## config.mk

```make
export PLATFORM = sky130hd
export DESIGN_NAME = fpu_insn_decoder
export DESIGN_NICKNAME = d
export VERILOG_FILES = /design/src/rtl/fpu_types_pkg.sv /design/src/rtl/fpu_dec_fifo.sv /design/src/rtl/fpu_insn_decoder.sv
export SDC_FILE = /design/constraint.sdc
export NUM_CORES = 1
export LEC_CHECK = 0
export CORE_ASPECT_RATIO = 0.7
export CORE_MARGIN = 2
export CORE_UTILIZATION = 23
export CTS_BUF_LIST = sky130_fd_sc_hd__clkbuf_16
export CTS_CLUSTER_DIAMETER = 200
export DETAILED_ROUTE_END_ITERATION = 12
export GPL_TIMING_DRIVEN = 0
export PLACE_DENSITY_LB_ADDON = 0.2
export SLEW_MARGIN = 20
export SYNTH_ARGS = -nofsm -noshare
export SYNTH_HDL_FRONTEND = slang
export SYNTH_HIERARCHICAL = 1
export SYNTH_SLANG_ARGS = --single-unit
```

## constraint.sdc

```tcl
create_clock -name CLK -period 4.98 [get_ports CLK]
set_input_delay 0.747 -clock CLK [delete_from_list [all_inputs] [get_ports CLK]]
set_output_delay 0.747 -clock CLK [all_outputs]
set_load 0.05 [all_outputs]
```

## src/rtl/fpu_types_pkg.sv

```systemverilog
// ---------------------------------------------------------------------------
// fpu_types_pkg
// Shared types and constants for the half-precision (Zhinx) FPU front end:
//   - rv32zhinx_insn_t : field layout of an RV32 OP-FP / R4 instruction word
//   - fpu_operation_t  : 4-bit FPU operation code (0 = none / illegal)
//   - fpu_dec_entry_t  : one decoded entry as queued toward the execute stage
//   - rounding-mode, format, opcode and funct5 constants
// ---------------------------------------------------------------------------
package fpu_types_pkg;

   typedef struct packed {
      logic [4:0] funct5;   // rs3 index for the R4 (fused) forms
      logic [1:0] fmt;
      logic [4:0] rs2;
      logic [4:0] rs1;
      logic [2:0] rm;
      logic [4:0] rd;
      logic [6:0] opcode;
   } rv32zhinx_insn_t;

   typedef enum logic [3:0] {
      OP_NONE   = 4'd0,
      OP_ADD    = 4'd1,
      OP_SUB    = 4'd2,
      OP_MUL    = 4'd3,
      OP_DIV    = 4'd4,
      OP_SQRT   = 4'd5,
      OP_SGNJ   = 4'd6,
      OP_MINMAX = 4'd7,
      OP_CMP    = 4'd8,
      OP_CLASS  = 4'd9,
      OP_MADD   = 4'd10,
      OP_MSUB   = 4'd11,
      OP_NMADD  = 4'd12,
      OP_NMSUB  = 4'd13
   } fpu_operation_t;

   typedef struct packed {
      fpu_operation_t op;
      logic [2:0]     sub;
      logic [2:0]     rm;
      logic [15:0]    a;
      logic [15:0]    b;
      logic [15:0]    c;
      logic [4:0]     rd;
      logic           illegal;
   } fpu_dec_entry_t;

   localparam int FPU_DEC_ENTRY_W = $bits(fpu_dec_entry_t);

   // MIN/MAX selection carried in the rm field
   localparam logic [2:0] RM_FMIN   = 3'b000;
   localparam logic [2:0] RM_FMAX   = 3'b001;
   // Reserved static rounding modes and the "use frm" selector
   localparam logic [2:0] RM_RSVD_5 = 3'b101;
   localparam logic [2:0] RM_RSVD_6 = 3'b110;
   localparam logic [2:0] RM_DYN    = 3'b111;

   localparam logic [1:0] FMT_H = 2'b10;

   localparam logic [6:0] OPC_OPFP   = 7'b1010011;
   localparam logic [6:0] OPC_FMADD  = 7'b1000011;
   localparam logic [6:0] OPC_FMSUB  = 7'b1000111;
   localparam logic [6:0] OPC_FNMSUB = 7'b1001011;
   localparam logic [6:0] OPC_FNMADD = 7'b1001111;

   localparam logic [4:0] F5_ADD    = 5'b00000;
   localparam logic [4:0] F5_SUB    = 5'b00001;
   localparam logic [4:0] F5_MUL    = 5'b00010;
   localparam logic [4:0] F5_DIV    = 5'b00011;
   localparam logic [4:0] F5_SQRT   = 5'b01011;
   localparam logic [4:0] F5_SGNJ   = 5'b00100;
   localparam logic [4:0] F5_MINMAX = 5'b00101;
   localparam logic [4:0] F5_CMP    = 5'b10100;
   localparam logic [4:0] F5_CLASS  = 5'b11100;

endpackage

```

## src/rtl/fpu_dec_fifo.sv

```systemverilog
// ---------------------------------------------------------------------------
// fpu_dec_fifo
// Small synchronous FIFO holding decoded FPU entries.
// Ports:
//   CLK, RST         : clock, synchronous active-high reset (pointers only)
//   push, push_data  : write one entry (caller guarantees !full)
//   pop              : drop the head entry (caller guarantees !empty)
//   head             : current head entry (contents undefined while empty)
//   empty, full      : occupancy status, both derived from registered pointers
// Pointers carry one extra MSB so full and empty are told apart without a
// separate counter. Storage is not reset; only the pointers are.
// ---------------------------------------------------------------------------
module fpu_dec_fifo
#(
   parameter int DEPTH = 2
) (
   input  logic                                      CLK,
   input  logic                                      RST,
   input  logic                                      push,
   input  logic [fpu_types_pkg::FPU_DEC_ENTRY_W-1:0] push_data,
   input  logic                                      pop,
   output logic [fpu_types_pkg::FPU_DEC_ENTRY_W-1:0] head,
   output logic                                      empty,
   output logic                                      full
);
   import fpu_types_pkg::*;

   localparam int AW = $clog2(DEPTH);
   localparam logic [AW:0] PTR_ONE = {{AW{1'b0}}, 1'b1};

   logic [AW:0]                wptr;
   logic [AW:0]                rptr;
   logic [FPU_DEC_ENTRY_W-1:0] mem [DEPTH];

   always_ff @(posedge CLK) begin
      if (RST) begin
         wptr <= '0;
         rptr <= '0;
      end else begin
         if (push) wptr <= wptr + PTR_ONE;
         if (pop)  rptr <= rptr + PTR_ONE;
      end
   end

   always_ff @(posedge CLK) begin
      if (push) mem[wptr[AW-1:0]] <= push_data;
   end

   assign head  = mem[rptr[AW-1:0]];
   assign empty = (wptr == rptr);
   assign full  = (wptr[AW] != rptr[AW]) && (wptr[AW-1:0] == rptr[AW-1:0]);

endmodule

```

## src/rtl/fpu_insn_decoder.sv

```systemverilog
// ---------------------------------------------------------------------------
// fpu_insn_decoder
// Decodes RV32 Zhinx instruction words (with their integer-register operand
// values) into an FPU operation plus a resolved static rounding mode, and
// queues the result toward the half-precision FPU execute stage. Illegal
// encodings are queued too, flagged with out_illegal.
//
// Ports:
//   CLK, RST                        : clock, synchronous active-high reset
//   in_valid / in_ready             : instruction handshake (in_ready is the
//                                     registered not-full status, low in reset)
//   in_insn                         : instruction word
//   in_rs1_val/in_rs2_val/in_rs3_val: register operand values (low 16 used)
//   frm_we, frm_wdata, frm          : dynamic rounding-mode register
//   out_valid / out_ready           : head-of-queue handshake
//   out_op, out_sub, out_rm         : operation, sub-op, resolved rounding mode
//   out_a, out_b, out_c             : half-precision operands
//   out_rd, out_illegal             : destination register, illegal flag
//
// Build option: define FPU_DECODE_FUSED_EN to decode the four R4 fused
// multiply-add opcodes and carry rs3 on out_c. Without it those opcodes are
// illegal and out_c is always 0.
// ---------------------------------------------------------------------------
module fpu_insn_decoder
#(
   parameter int DEPTH = 2
) (
   input  logic        CLK,
   input  logic        RST,
   input  logic        in_valid,
   output logic        in_ready,
   input  logic [31:0] in_insn,
   input  logic [31:0] in_rs1_val,
   input  logic [31:0] in_rs2_val,
   input  logic [31:0] in_rs3_val,
   input  logic        frm_we,
   input  logic [2:0]  frm_wdata,
   output logic [2:0]  frm,
   output logic        out_valid,
   input  logic        out_ready,
   output logic [3:0]  out_op,
   output logic [2:0]  out_sub,
   output logic [2:0]  out_rm,
   output logic [15:0] out_a,
   output logic [15:0] out_b,
   output logic [15:0] out_c,
   output logic [4:0]  out_rd,
   output logic        out_illegal
);
   import fpu_types_pkg::*;

   // Returns {unusable, effective_rm}. rm 111 selects the dynamic mode; the
   // effective mode must then be one of the five defined static modes.
   function automatic logic [3:0] resolve_rm(input logic [2:0] rm,
                                             input logic [2:0] dyn);
      logic [2:0] eff;
      eff = (rm == RM_DYN) ? dyn : rm;
      return {(eff == RM_RSVD_5) || (eff == RM_RSVD_6) || (eff == RM_DYN), eff};
   endfunction

   rv32zhinx_insn_t            insn;
   logic [2:0]                 frm_q;
   fpu_operation_t             op_p0;
   logic [2:0]                 sub_p0;
   logic                       rounds_p0;
   logic                       ok_p0;
   logic                       legal_p0;
   logic [3:0]                 rm_res_p0;
   fpu_dec_entry_t             dec_p0;
   logic                       vld_p0;
   logic [FPU_DEC_ENTRY_W-1:0] head_bits_p1;
   fpu_dec_entry_t             head_p1;
   logic                       vld_p1;
   logic                       fifo_empty;
   logic                       fifo_full;
   logic                       pop;
   logic                       unused_bits;

   assign insn = in_insn;

   // Dynamic rounding mode: a write takes effect for the next cycle's decode.
   always_ff @(posedge CLK) begin
      if (RST) begin
         frm_q <= 3'b000;
      end else if (frm_we) begin
         frm_q <= frm_wdata;
      end
   end

   assign frm = frm_q;

   // ---- stage p0: combinational decode of the offered instruction ----
   always_comb begin
      op_p0     = OP_NONE;
      sub_p0    = 3'b000;
      rounds_p0 = 1'b0;
      ok_p0     = 1'b0;
      rm_res_p0 = resolve_rm(insn.rm, frm_q);

      case (insn.opcode)
         OPC_OPFP: begin
            case (insn.funct5)
               F5_ADD:    begin op_p0 = OP_ADD; rounds_p0 = 1'b1; ok_p0 = 1'b1; end
               F5_SUB:    begin op_p0 = OP_SUB; rounds_p0 = 1'b1; ok_p0 = 1'b1; end
               F5_MUL:    begin op_p0 = OP_MUL; rounds_p0 = 1'b1; ok_p0 = 1'b1; end
               F5_DIV:    begin op_p0 = OP_DIV; rounds_p0 = 1'b1; ok_p0 = 1'b1; end
               F5_SQRT: begin
                  op_p0     = OP_SQRT;
                  rounds_p0 = 1'b1;
                  ok_p0     = (insn.rs2 == 5'd0);
               end
               F5_SGNJ: begin
                  // rm selects J / JN / JX
                  op_p0  = OP_SGNJ;
                  sub_p0 = insn.rm;
                  ok_p0  = (insn.rm <= 3'b010);
               end
               F5_MINMAX: begin
                  op_p0  = OP_MINMAX;
                  sub_p0 = insn.rm;
                  ok_p0  = (insn.rm == RM_FMIN) || (insn.rm == RM_FMAX);
               end
               F5_CMP: begin
                  // rm selects FLE (000) / FLT (001) / FEQ (010)
                  op_p0  = OP_CMP;
                  sub_p0 = insn.rm;
                  ok_p0  = (insn.rm <= 3'b010);
               end
               F5_CLASS: begin
                  op_p0 = OP_CLASS;
                  ok_p0 = (insn.rs2 == 5'd0) && (insn.rm == 3'b001);
               end
               default: ok_p0 = 1'b0;
            endcase
         end
`ifdef FPU_DECODE_FUSED_EN
         OPC_FMADD:  begin op_p0 = OP_MADD;  rounds_p0 = 1'b1; ok_p0 = 1'b1; end
         OPC_FMSUB:  begin op_p0 = OP_MSUB;  rounds_p0 = 1'b1; ok_p0 = 1'b1; end
         OPC_FNMADD: begin op_p0 = OP_NMADD; rounds_p0 = 1'b1; ok_p0 = 1'b1; end
         OPC_FNMSUB: begin op_p0 = OP_NMSUB; rounds_p0 = 1'b1; ok_p0 = 1'b1; end
`endif
         default: ok_p0 = 1'b0;
      endcase

      legal_p0 = ok_p0 && (insn.fmt == FMT_H) && !(rounds_p0 && rm_res_p0[3]);

      // Illegal entries keep only rd so the trap handler can still report it.
      dec_p0    = '0;
      dec_p0.rd = insn.rd;
      if (legal_p0) begin
         dec_p0.op  = op_p0;
         dec_p0.sub = sub_p0;
         dec_p0.rm  = rounds_p0 ? rm_res_p0[2:0] : 3'b000;
         dec_p0.a   = in_rs1_val[15:0];
         dec_p0.b   = in_rs2_val[15:0];
`ifdef FPU_DECODE_FUSED_EN
         dec_p0.c   = in_rs3_val[15:0];
`endif
      end else begin
         dec_p0.illegal = 1'b1;
      end
   end

`ifdef FPU_DECODE_FUSED_EN
   assign unused_bits = ^{in_rs1_val[31:16], in_rs2_val[31:16], in_rs3_val[31:16], insn.rs1};
`else
   assign unused_bits = ^{in_rs1_val[31:16], in_rs2_val[31:16], in_rs3_val, insn.rs1};
`endif

   // Not-full comes straight from the registered pointers, so a pop in the
   // same cycle never opens the input while the queue is full.
   assign in_ready = !fifo_full && !RST;
   assign vld_p0   = in_valid && in_ready;
   assign pop      = vld_p1 && out_ready;

   // ---- stage p1: queued entries, head presented to the execute stage ----
   fpu_dec_fifo #(
      .DEPTH (DEPTH)
   ) u_fifo (
      .CLK       (CLK),
      .RST       (RST),
      .push      (vld_p0),
      .push_data (dec_p0),
      .pop       (pop),
      .head      (head_bits_p1),
      .empty     (fifo_empty),
      .full      (fifo_full)
   );

   assign vld_p1 = !fifo_empty;

   // Storage is not reset, so the data outputs are forced to 0 while empty.
   assign head_p1 = vld_p1 ? fpu_dec_entry_t'(head_bits_p1) : '0;

   assign out_valid   = vld_p1;
   assign out_op      = head_p1.op;
   assign out_sub     = head_p1.sub;
   assign out_rm      = head_p1.rm;
   assign out_a       = head_p1.a;
   assign out_b       = head_p1.b;
   assign out_c       = head_p1.c;
   assign out_rd      = head_p1.rd;
   assign out_illegal = head_p1.illegal;

endmodule

```

== After elaboration in Yosys (flattened, before gate mapping) ==
Memories as Yosys holds them, arrays and structs flattened. A register that Yosys moved wholly into a read port is not among the register bits.
Index checks and enable logic that the tools add are counted.

* Word-level logic and storage cells: 64
* Memory bits (writable): 96
* Memories kept: 1
* Register bits: 7
* Bits of input ports: 136
* Output and inout port bits: 69

* Add/subtract/negate cells: 2
* Muxes and demuxes: 17
* Eq/ne operators: 18
* Reduce and logical (&&, ||, !) cells: 22
* $lt $le $gt $ge: 1

{| class="wikitable"
|+ Memory list
! name !! words !! bits a word !! rd ports !! clocked after Yosys merged registers in !! wr ports !! RTL line !! text
|-
| u_fifo.mem || 2 || 48 || 1 || 1 || 1 || fpu_dec_fifo.sv:33 || <nowiki>logic [FPU_DEC_ENTRY_W-1:0] mem [DEPTH];</nowiki>
|}

{| class="wikitable"
|+ Operators by type and width
! cell !! count
|-
| $mux 64 || 1
|-
| $mux 42 || 1
|-
| $pmux 4 s9 || 1
|-
| $eq 3x3->1 const B || 4
|-
| $mux 3 || 4
|-
| $eq 5x2->1 const B || 2
|-
| $eq 5x3->1 const B || 2
|-
| $eq 5x5->1 const B || 2
|-
| $logic_not 5->1 || 2
|-
| $logic_and 1x1->1 || 8
|-
| $mux 1 || 8
|-
| $eq 7x7->1 const B || 1
|-
| $eq 5x1->1 const B || 1
|-
| $eq 5x4->1 const B || 1
|-
| $pmux 1 s5 || 1
|-
| $reduce_or 5->1 || 1
|-
| $add 2x1->2 const B || 2
|-
| $logic_not 1->1 || 4
|-
| $mux 4 || 1
|-
| $reduce_or 4->1 || 1
|-
| $eq 3x1->1 const B || 1
|-
| $le 3x2->1 const B || 1
|-
| $logic_not 3->1 || 1
|-
| $logic_or 1x1->1 || 3
|-
| other kinds (6) || 6
|}

== Depth between registers and ports, before layout ==
* Depth in word-level cells: 9
* Gate-level depth with buffers: 6
* Gate-level depth less buffers: 6

== Hierarchy ==
The synthesis kept the hierarchy.

{| class="wikitable"
|+ By module, submodules not included
! module !! cells an instance !! seq. area each (um^2) !! area an instance (um^2) !! instances
|-
| fpu_dec_fifo || 221 || 3943.8 || 5133.7 || 1
|-
| fpu_insn_decoder || 208 || 60.1 || 1222.4 || 1
|}

== Least setup slack after synthesis ==
Ideal clock, no wire load.

* Path type: input-to-reg
* From: in RST
* To: mem u_fifo/mem[0][0] (netlist name) (enable)
* Path slack: -81 ps
* Data required time: 4486 ps
* Arrival time: 4567 ps
* Cell stages on the path: 3
* Buffers on the path: 0
* Cells stage by stage: nor2_1 and2_1 nor2b_1

* Longest elaborated chain between the ends: 5

{| class="wikitable"
|+ Ends and longest elaborated chain
! what !! RTL line !! text
|-
| from (decl) || fpu_insn_decoder.sv:29 || <nowiki>input logic RST,</nowiki>
|-
| $logic_not 1->1 || fpu_insn_decoder.sv:172 || <nowiki>assign in_ready = !fifo_full && !RST;</nowiki>
|-
| $logic_and 1x1->1 || fpu_insn_decoder.sv:172 ||
|-
| $logic_and 1x1->1 || fpu_insn_decoder.sv:173 || <nowiki>assign vld_p0 = in_valid && in_ready;</nowiki>
|-
| via vld_p0 || fpu_insn_decoder.sv:70 || <nowiki>logic vld_p0;</nowiki>
|-
| $mux 1 || fpu_dec_fifo.sv:46 || <nowiki>if (push) mem[wptr[AW-1:0]] <= push_data;</nowiki>
|-
| $mux 1 (implied by the code) || fpu_dec_fifo.sv:46 ||
|-
| to (decl) || fpu_dec_fifo.sv:33 ||
|}

The timed path passes the listed nets, and every way through them passes these cells.

== Worst setup path after layout ==
* From: reg u_fifo.wptr[0]
* To: out out_a[12]

* Longest elaborated chain between the ends: 2

{| class="wikitable"
|+ Ends and longest elaborated chain
! what !! RTL line !! text
|-
| from (decl) || fpu_dec_fifo.sv:31 || <nowiki>logic [AW:0] wptr;</nowiki>
|-
| from (signal assigned) || fpu_dec_fifo.sv:40 || <nowiki>if (push) wptr <= wptr + PTR_ONE;</nowiki>
|-
| $eq 2x2->1 || fpu_dec_fifo.sv:50 || <nowiki>assign empty = (wptr == rptr);</nowiki>
|-
| via fifo_empty || fpu_insn_decoder.sv:74 || <nowiki>logic fifo_empty;</nowiki>
|-
| $mux 64 || fpu_insn_decoder.sv:193 || <nowiki>assign head_p1 = vld_p1 ? fpu_dec_entry_t'(head_bits_p1) : '0;</nowiki>
|-
| to (decl) || fpu_insn_decoder.sv:44 || <nowiki>output logic [15:0] out_a,</nowiki>
|}

The timed path passes the listed nets, and every way through them passes these cells.

==> metrics.md <==
| Metric | Value |
|---|---|
| H-tree depth | 4 |
| Syn-to-layout area delta | 41.4% |
| CTS tree | yes |
| Top FF cell, synth | edfxtp_1 |
| Die Y | 143 um |
| Crit Path Max Fanout | 10 |
| Num rows | 50 |
| Clock-pin slew on the worst setup and hold paths | 0.06 ns |
| Total clock sinks | 136 |
| Root Driver | clkbuf_16 |
| Avg Inst Size Synth | 14.8 um2 |
| DR iter-0 viols | 194 |
| Antenna-violating nets left | 0 |
| Final period utilization | 0.844 |
| Max Slew Vio Count | 0 |
| Fin Clk Skew | 0.00840 ns |
| Mux cell area share after synthesis | 0.157 |
| TritonCTS Buffers | 17 |
| Post-synthesis simple-gate area fraction | 0.135 |
| Max Freq | 238 MHz |
| Top cells by area, synth | edfxtp_1 60%, mux2_4 14%, nor2b_1 6.8% |
| Post-CTS setup buffers | 0 |
| Post-Synth Adder-Cell Area | 0 |
| Hpwl dp | 10800 um |
| Gr usage total | 0.109 |
| PortBufs | 135 |
| Sw Share | 0.342 |
| Core area | 27000 um2 |
| Met1 wire length | 7360 um |
| WL/cell | 15.4 um |
| Clk Latency, worst-skew pair | 0.42 ns |
| Setup crit start kind | flip-flop |
| Cell taking the most area after synthesis | edfxtp_1 |
| Final Util | 0.333 |
| Uppermost layer routed | met4 |
| Met2 Routed Length | 7050 um |
| Die ar. | 29000 um2 |
| # DRC | 0 |
| Synth cell types | 42 |
| Gate power share | 0.343 |
| DR pass1 iterations | 4 |
| Vias per inst | 3.92 |
| Min-Delay Path Class | flip-flop to flip-flop |
| Post-Synth XOR/XNOR Area | 0.00689 |
| Post-synth EDFFs | 128 |
| RSZ-0062 raised after global routing | no |
| Sequential power share | 0.337 |
| Worst EP arrival | 3.46 ns |
| Initial antenna violation count | 1 |
| Met3 Routed Length | 734 um |
| Largest net degree at the start of global routing | 48 |
| N_diodes | 0 |
| Post-Synthesis Cell Area | 6360 um2 |
| Setup Viol. Count Final | 0 |
| Static Leak | 0.00310 uW |
| Crit end category | output port |
| Post-synthesis sequential area ratio | 0.630 |
| Starting Density | 0.236 |
| Worst-Margin Slew | 0.891 ns |
| Pwr per Cell Area | 435 nW/um2 |
| Deepest clock path buffer count | 2 |
| # resized after CTS | 0 |
| Main combinational cell family by area after synthesis | multiplexers |
| Worst Path Class, Setup | flip-flop to output port |
| Hold_buf cts | 0 |
| Final WL | 15300 um |
| Fin Setup TNS | 0 ns |
| Mapped Cells | 429 |
| Nets | 756 |
| Worst EP required | 4.23 ns |
| I/O pins | 205 |
| Final Hold Violating Endpoints | 0 |
| Psw | 1340 uW |
| Internal power | 2570 uW |
| First-pass GRT wire length | 23300 um |
| Yosys warning count | 6 |
| Synth Area in Compound Gates | 0.0203 |
| Max transition margin | 0.396 |
| Number of global-route vias before repair | 4195 |
| Yosys top cell area share | 0.605 |
| Yosys reg bits | 136 |
| Clock network fraction of total power | 0.320 |
| Max IR drop VDD | 0.000231 V |
| Via Count | 3910 |
| Max-Cap Viols | 0 |
| Share of layout cells above drive strength 1 | 0.193 |
| Crit path time final | 4.20 ns |
| RePlAce Congestion | 0.769 |
| Die X | 203 um |
| Synth async-reset ratio | 0 |
| Status | finished clean |
| Gr ovfl total | 0 |
## worst paths after layout
kind / startpoint / to / slack [ns] / cells after the start
worst min register to register: u_fifo/rptr[0] / u_fifo/rptr[1] / 0.57 / 2
worst max register to register: u_fifo/wptr[0] / u_fifo/mem[0][8] / 2.65 / 7
worst max-delay path: u_fifo/wptr[0] / out_a[12] / 0.78 / 6
worst min-delay path: u_fifo/rptr[0] / u_fifo/rptr[1] / 0.57 / 2
## synthesized netlist by cell type (5+ instances only)
master	n
clkbuf_1	10
nor3_1	38
nand2_1	8
mux2_4	60
buf_12	6
inv_1	33
nor2_1	12
nor2b_1	69
dfxtp_1	8
mux2_2	5
edfxtp_1	128
## logic make-up (layout without fill, tap and decap cells)
logic type / Yosys count / in the layout
buffers and inverters: 55 / 226
DFF: 136 / 136
muxes: 69 / 69
other: 1 / 34
and+or+nand+nor: 145 / 145
xor gates and xnor gates: 5 / 5
AOI/OAI and AO/OA: 18 / 18
## power groups by stage
stage	registers, uW	clock network, uW	logic (uW)
floorplan	1340	0	895
global placement	1340	0	1340
detailed placement	1340	0	1360
CTS	1320	1300	1370
global route	1320	1350	1410
finish	1320	1250	1340
## registers in the layout, summed over array words and instances (netlist names), named ones only
register	cells
u_fifo/rptr	2
frm	3
u_fifo/mem	128
u_fifo/wptr	2
## metrics by stage
step | area [um2] | setup WS [ns] | instances | hold slack (ns) | power, uW
6_report | 8990 | 0.775 | 997 | 0.566 | 3910
5_1_grt | 8990 | 0.436 | 997 | 0.587 | 4090
4_1_cts | 8990 | 0.616 | 997 | 0.569 | 3980
3_5_place_dp | 8400 | 1.08 | 965 | 0.560 | 2700
3_3_place_gp | 8290 | -0.0997 | 961 | 0.527 | 2690
2_1_floorplan | 6480 | 1.14 | 462 | 0.506 | 2240
## placed cells by master (no fill, tap or decap), types with 2 or more instances in the layout
master | synthesis | routed
mux2i_1 | 4 | 4
nor3_1 | 38 | 38
nand3b_1 | 2 | 2
clkinvlp_4 | 0 | 3
or3b_1 | 2 | 2
nand4bb_1 | 2 | 2
buf_16 | 0 | 3
inv_1 | 33 | 33
xnor2_1 | 4 | 4
mux2_4 | 60 | 60
nor2b_1 | 69 | 68
edfxtp_1 | 128 | 128
nand2_1 | 8 | 8
or2_1 | 2 | 2
a21oi_1 | 4 | 4
clkinv_4 | 0 | 2
buf_2 | 4 | 4
dfxtp_1 | 8 | 8
clkbuf_1 | 10 | 10
nor2_1 | 12 | 12
nor4_2 | 2 | 2
conb_1 | 1 | 34
clkbuf_16 | 0 | 17
o21ai_0 | 4 | 4
mux2_2 | 5 | 5
clkinv_2 | 0 | 2
inv_6 | 0 | 5
buf_12 | 6 | 7
clkdlybuf4s50_1 | 0 | 135
bufinv_16 | 0 | 2
## critical path: stages (launching register included)
cell and delay, ns:
dfxtp_1 0.44, xor2_1 0.12, nor2b_1 0.34, clkbuf_1 0.68, clkbuf_1 0.54, nor2b_1 0.16, clkdlybuf4s50_1 0.75
## layer usage
metal	vias to the layer above	GRT usage
li1	1895	-
met2	96	0.171
met1	1906	0.141
met5	-	0
met4	0	0.0396
met3	13	0.0356
## area by class of cell
| class | instances | area [um2] |
|---|---|---|
| fillers | 2686 | 18000 |
| clock buffers | 17 | 425 |
| inverters | 33 | 124 |
| flip-flops and latches | 136 | 4000 |
| well taps | 364 | 455 |
| multi-input cells | 271 | 2170 |
| repair buffers | 139 | 1450 |
| clock inverters | 15 | 165 |
| plain buffers | 22 | 196 |
No activity file was read; power rests on OpenSTA's default activity.
